File: src/rtl/alu_pkg.sv
// Shared widths and opcode encoding for the registered 4-bit signed ALU.
// Imported by the combinational core and the registered top.
package alu_pkg;

    localparam int OP_W  = 2;
    localparam int IN_W  = 4;
    localparam int OUT_W = 5;

    typedef enum logic [1:0] {
        OP_ADD = 2'b00,
        OP_SUB = 2'b01,
        OP_INV = 2'b10,
        OP_ROR = 2'b11
    } alu_op_e;

endpackage

File: src/rtl/alu_core.sv
// Combinational next-result logic for the ALU; operands are sign-extended to the
// result width first, so no operation can overflow.
module alu_core
    import alu_pkg::*;
(
    input  logic [IN_W-1:0]  A,
    input  logic [IN_W-1:0]  B,
    input  logic [OP_W-1:0]  Opcode,
    output logic [OUT_W-1:0] result,
    output logic             resultValid
);

    logic [OUT_W-1:0] aExt;
    logic [OUT_W-1:0] bExt;

    assign aExt = {A[IN_W-1], A};
    assign bExt = {B[IN_W-1], B};

    // An unknown opcode lands in default and tells the register to hold its value.
    always_comb begin
        result      = '0;
        resultValid = 1'b1;
        case (Opcode)
            OP_ADD:  result = aExt + bExt;
            OP_SUB:  result = aExt - bExt;
            OP_INV:  result = ~aExt;
            OP_ROR:  result = {{(OUT_W-1){1'b0}}, |B};
            default: resultValid = 1'b0;
        endcase
    end

endmodule

File: src/rtl/alu.sv
// Registered ALU top: one flop stage on the core's result with an asynchronous
// active-high clear.
module alu
    import alu_pkg::*;
(
    input  logic             clk,
    input  logic             reset,
    input  logic [OP_W-1:0]  Opcode,
    input  logic [IN_W-1:0]  A,
    input  logic [IN_W-1:0]  B,
    output logic [OUT_W-1:0] C
);

    logic [OUT_W-1:0] coreResult;
    logic             coreValid;
    logic [OUT_W-1:0] result_d;
    logic [OUT_W-1:0] result_q;

    alu_core u_core (
        .A           (A),
        .B           (B),
        .Opcode      (Opcode),
        .result      (coreResult),
        .resultValid (coreValid)
    );

    assign result_d = coreValid ? coreResult : result_q;

    always_ff @(posedge clk or posedge reset) begin
        if (reset) begin
            result_q <= '0;
        end else begin
            result_q <= result_d;
        end
    end

    assign C = result_q;

    // Sanity checks on every opcode and on the operand/result extremes.
    always @(posedge clk) begin
        if (!reset && coreValid) begin
            if (Opcode == OP_ROR)
                assert (coreResult[OUT_W-1:1] == '0) else $error("ROR upper bits set");
            if (Opcode == OP_INV)
                assert (coreResult == ~{A[IN_W-1], A}) else $error("INV result wrong");
            if (Opcode == OP_ADD && A == 4'sd7 && B == 4'sd7)
                assert (coreResult == 5'sd14) else $error("ADD 7+7 wrong");
            if (Opcode == OP_ADD && A == 4'b1000 && B == 4'b1000)
                assert (coreResult == 5'b10000) else $error("ADD -8+-8 wrong");
            if (Opcode == OP_SUB && A == 4'sd7 && B == 4'b1000)
                assert (coreResult == 5'sd15) else $error("SUB 7-(-8) wrong");
            if (Opcode == OP_SUB && A == 4'b0000 && B == 4'b0000)
                assert (coreResult == '0) else $error("SUB 0-0 wrong");
        end
    end

endmodule

File: config.mk
export PLATFORM = sky130hd
export DESIGN_NAME = alu
export DESIGN_NICKNAME = d
export VERILOG_FILES = /design/src/rtl/alu_pkg.sv /design/src/rtl/alu_core.sv /design/src/rtl/alu.sv
export SDC_FILE = /design/constraint.sdc
export NUM_CORES = 1
export LEC_CHECK = 0
export ABC_AREA = 1
export CORE_AREA = 4 4 41 43
export CTS_CLUSTER_DIAMETER = 100
export DETAILED_ROUTE_END_ITERATION = 8
export DIE_AREA = 0 0 45 47
export GPL_TIMING_DRIVEN = 0
export PLACE_DENSITY_LB_ADDON = 0.15
export SLEW_MARGIN = 20
export SYNTH_ARGS = -nofsm -noshare
export SYNTH_HDL_FRONTEND = slang
export SYNTH_HIERARCHICAL = 1
export SYNTH_SLANG_ARGS = --single-unit
File: constraint.sdc
create_clock -name clk -period 0.8 [get_ports clk]
set_input_delay 0.08 -clock clk [delete_from_list [all_inputs] [get_ports clk]]
set_output_delay 0.08 -clock clk [all_outputs]
set_load 0.03 [all_outputs]
== Yosys cells after proc, flatten, opt, wreduce, memory -nomap -nowiden ==
Index checks and enable logic that the tools add are counted.
Storage, ports and cells
  flip-flop bits (word level): 5
  output and inout bits: 5
Cells by class
  $add $sub $neg: 2
  eq/ne operators: 3
  muxes and demuxes: 1
  bitwise gates (word level): 1
  reduce and logical (&&, ||, !) cells: 2
Operator list (number)
  case mux 5 bit (4 select lines): 1
  adder 4 x 4 -> 5 bit: 1
  inverter 5 bit: 1
  subtractor 4 x 4 -> 5 bit: 1
  equality test 2 bit, second input constant: 2
  OR reduction 4 bit: 1
  equality test 2 x 1 -> 1 bit, second input constant: 1
  logical NOT 2 bit: 1

== Logic depth before layout (Yosys ltp) ==
Gate-level depths: netlist of the first run.
  word-level depth: 2
  mapped depth: 15
  depth with buffers taken out: 15

== Hierarchy ==
The synthesis of the first run kept the hierarchy.
Modules (own cells, without submodules)
  alu_core: times used 1, cells an instance 58, area an instance 359.1 µm², seq. area each 0.0 µm²
  alu: times used 1, cells an instance 22, area an instance 188.9 µm², seq. area each 125.1 µm²

== Least setup slack after synthesis of the first run ==
No wires, ideal clock.
  path kind: input port to flip-flop
  from: in B[1]
  to: reg result_q[4] (netlist: C[4])
  library setup time: 0.116 ns
  data arrival time: 1.510 ns
  path slack: -0.826 ns
  cell stages on the path: 12
  path buffers: 0
  cell sequence: inv_1 > ha_1 > o21ai_0 > fa_1 > nand3_1 > nand4_1 > nand2_1 > nand2_1 > nand3_1 > nand2_1 > nand2_1 > nand2_1
On the way
  word-level cells in the longest chain between the ends: 2
  elaborated cells between the ends (all ways): 3
RTL lines
  start, declared: RTL line alu.sv:10  | input logic [IN_W-1:0] B,
  subtractor 4 x 4 -> 5 bit or adder 4 x 4 -> 5 bit (tied branches): RTL line alu_core.sv:25, alu_core.sv:24
  case mux 5 bit (4 select lines) *: RTL line alu_core.sv:23  | case (Opcode)
  via coreResult[4]: RTL line alu.sv:14  | logic [OUT_W-1:0] coreResult;
  end signal, assigned: RTL line alu.sv:33  | result_q <= result_d;
  end, declared: RTL line alu.sv:17  | logic [OUT_W-1:0] result_q;
Mark *: on every way through the listed nets, which the timed path passes. The rest lies on a longest branch.

== Worst setup path after layout of the first run ==
  from: in Opcode[1]
  to: reg result_q[4] (netlist: C[4])
On the way
  word-level cells in the longest chain between the ends: 2
  elaborated cells between the ends (all ways): 5
RTL lines
  start, declared: RTL line alu.sv:8  | input logic [OP_W-1:0] Opcode,
  equality test 2 bit, or another cell as far along: RTL line alu_core.sv:23
  case mux 5 bit (4 select lines) *: RTL line alu_core.sv:23
  via coreResult[4]: RTL line alu.sv:14
Marked as above.

==> impl_metrics.ini, run 1 <==
[status]
status = finished, violations left
violations = negative setup slack

[synthesis]
synth_compound_area_frac = 0.116
netlist_instances = 80
yosys.area_share.simple = 0.322
yosysWarnings = 6
synthesis.nets = 98
ys_types = 23
yosys.area_share.xor_xnor = 0.0479
synth_top_family_by_area = simple AND/OR/NAND/NOR gates
yosysSeqAreaShare = 0.228
syn_area_um2 = 548
synthMuxAreaShare = 0
synth_seq_cells = 5
synth_fa_ha_area_frac = 0.151
synth_area_per_cell_um2 = 6.85

[clocking]
cts_max_path_buffers = 2
hold_buffers = 0
cts.htree.levels = 1
cts_sinks = 5
clockRootBuffer = clkbuf_4
path_clk_slew_ns = 0.04
cts_buffers = 3
tritoncts = built

[setup_path]
worstPathArrival_ns = 1.49
cp.required_ns = 0.93
critPathMaxStageDelay_ns = 0.29
crit_chain = buf_8, inv_4, nand2_4, inv_6, a31oi_4, xor2_1, ha_1, nand2_2, nand4_1, nand2_1, nand2_1, nand3_1, nand2_1, nand2_1, nand2_1
critPathTopFamily = simple AND/OR/NAND/NOR gates
worst-path-stages = 15
crit_top_cell = nand2_1
start_kind = primary input
crit_type = in2reg
worstSetupEndpointType = register
worst-path-buf-inv = 3
cpMaxStageDelayCell = ha_1
cp_max_fo = 5

[floorplan]
ioPinCount = 17
die_h_um = 47
fp.dieW_um = 45
num_rows = 13
core-area_um2 = 1300
die_area_um2 = 2120
floorplan.initialDensity = 0.421

[power_and_ir_drop]
seq_power_share = 0.231
swShare = 0.358
clkPwrFrac = 0.204
p_leak_nw = 0.525
p_comb_frac = 0.565
ir_drop_mv = 0.695
p_int_mw = 0.887
switchingPower_mw = 0.494
power.total_mw = 1.38
power_density_nw_per_um2 = 1400

[placement]
dp.cells = 111
gp_congestion = 0.748
hpwl_mm = 1.01
port_buffers = 16

[route]
dr.first_iter.drc_count = 2
remaining_drc_errors = 0
vias = 594
wire_per_inst_um = 10.2
drtAntennaViolNets = 0
vias_per_cell = 4.57
drt-pass1-iter-count = 4
routed_wl_mm = 1.33

[sta]
fin_crit_sh = 1.70
fin_tns_setup_ns = -2.09
hold_viol_final = 0
layout_setup_ws_ns = -0.562
setup_viol_count_final = 9
period_minus_slack_ns = 1.36
max_freq_mhz = 734
slew_viol_final = 0
rsz0062_at_grt = yes

[finish]
largest_register_ffs = 5
area_growth_pct = 79.5
drive_gt1_frac = 0.470
final_cells = 130
post-route-util = 0.756
fill_cells = 106
n_antenna_cell = 0
layout.nets = 134

[global_route]
grt_max_degree = 7
grt_pass1_wl_mm = 2.26
first_global_vias = 592
antenna_found_initial = 0
grt_usage = 0.147
grt_overflow = 0

[worst_hold_path]
min-delay-path-class = in2async

[job]
drv_cap = 0
==> logic make-up after synthesis <==
group                      count (synthesis)
xor gates and xnor gates                   3
adders and majority gates                  6
other                                      1
and+or+nand+nor                           40
AOI/OAI and AO/OA                          8
DFF                                        5
buffers and inverters                     17
==> cells in the mapped netlist <==
cell type / count / area share
nand2_1: 28 / 0.19
a21oi_1: 1 / 0.0091
a31oi_4: 1 / 0.039
xor2_1: 2 / 0.032
o22ai_1: 1 / 0.011
nand2_2: 2 / 0.023
nor2_1: 3 / 0.021
o221ai_1: 1 / 0.016
buf_4: 1 / 0.014
inv_1: 12 / 0.082
xnor2_1: 1 / 0.016
fa_1: 1 / 0.037
o21ai_0: 3 / 0.027
ha_1: 5 / 0.11
nand3_1: 4 / 0.037
nand3_2: 1 / 0.018
inv_2: 3 / 0.021
inv_4: 1 / 0.011
o211ai_1: 1 / 0.014
nand2_4: 1 / 0.021
nand4_1: 1 / 0.011
conb_1: 1 / 0.0068
dfrtp_1: 5 / 0.23
==> per-stage QoR <==
| stage | cell area [um2] | setup slack, ns | hold WS, ns |
|---|---|---|---|
| 2_1_floorplan | 608 | -0.611 | -0.141 |
| 3_3_place_gp | 787 | -1.37 | 0.290 |
| 3_5_place_dp | 787 | -1.40 | 0.297 |
| 4_1_cts | 943 | -0.560 | 0.0410 |
| 5_1_grt | 983 | -0.684 | 0.0655 |
| 6_report | 983 | -0.562 | 0.0410 |
==> final timing paths <==
kind	start	endpoint
min in group clk	Opcode[1]	C[2]
hold / removal	reset	C[2]
setup / recovery	Opcode[1]	C[4]
max in group asynchronous	reset	C[1]
==> metal layers <==
layer	share of wire	track usage	vias to the layer above
met5	0	0	-
met4	0	0.0526	0
met3	0.057	0.0345	0
met2	0.56	0.294	14
met1	0.38	0.144	261
li1	-	-	319
==> repair_timing <==
action | in CTS | in global routing
resized for setup | 79 | 7
buffers inserted | 12 | 3
pin swaps | 25 | 18
setup endpoints to repair | 10 | 10
cloned | 0 | 0
==> power by group through the flow <==
stage               combinational (mW)  clock [mW]  sequential, mW
finish                           0.780       0.282           0.319
global route                     0.849       0.319           0.324
CTS                              0.728       0.294           0.319
detailed placement               0.589           0           0.316
global placement                 0.576           0           0.314
floorplan                        0.310           0           0.396
==> layout make-up <==
type,count,area (um2),share of cell area
Timing Repair Buffer,31,303,0.308
Buffer,1,7.51,0.00763
Inverter,16,87.6,0.0891
Multi-Input combinational cell,58,415,0.422
Tap cell,15,18.8,0.0191
Clock buffer,4,26.3,0.0267
Sequential cell,5,125,0.127
==> placed cells by master, fill, tap and decap left out, types with 2 or more instances in the layout <==
cell | netlist | final
nand2_2 | 2 | 4
dfrtp_1 | 5 | 5
buf_4 | 1 | 12
clkdlybuf4s50_1 | 0 | 3
buf_8 | 0 | 2
nand3_2 | 1 | 3
ha_1 | 5 | 3
nand2_1 | 28 | 26
nor2_1 | 3 | 2
buf_6 | 0 | 10
inv_2 | 3 | 4
o21ai_1 | 0 | 2
dlygate4sd2_1 | 0 | 2
clkbuf_4 | 0 | 3
inv_1 | 12 | 8
nand3_1 | 4 | 2
xor2_1 | 2 | 2
(Power assumes the default switching activity.)
==> run 2, diff against run 1 <==
GPL_ROUTABILITY_DRIVEN = 0   (was unset)
==> results of run 2 <==
No change in the layout: final DEF, timing and power equal those of run 1.
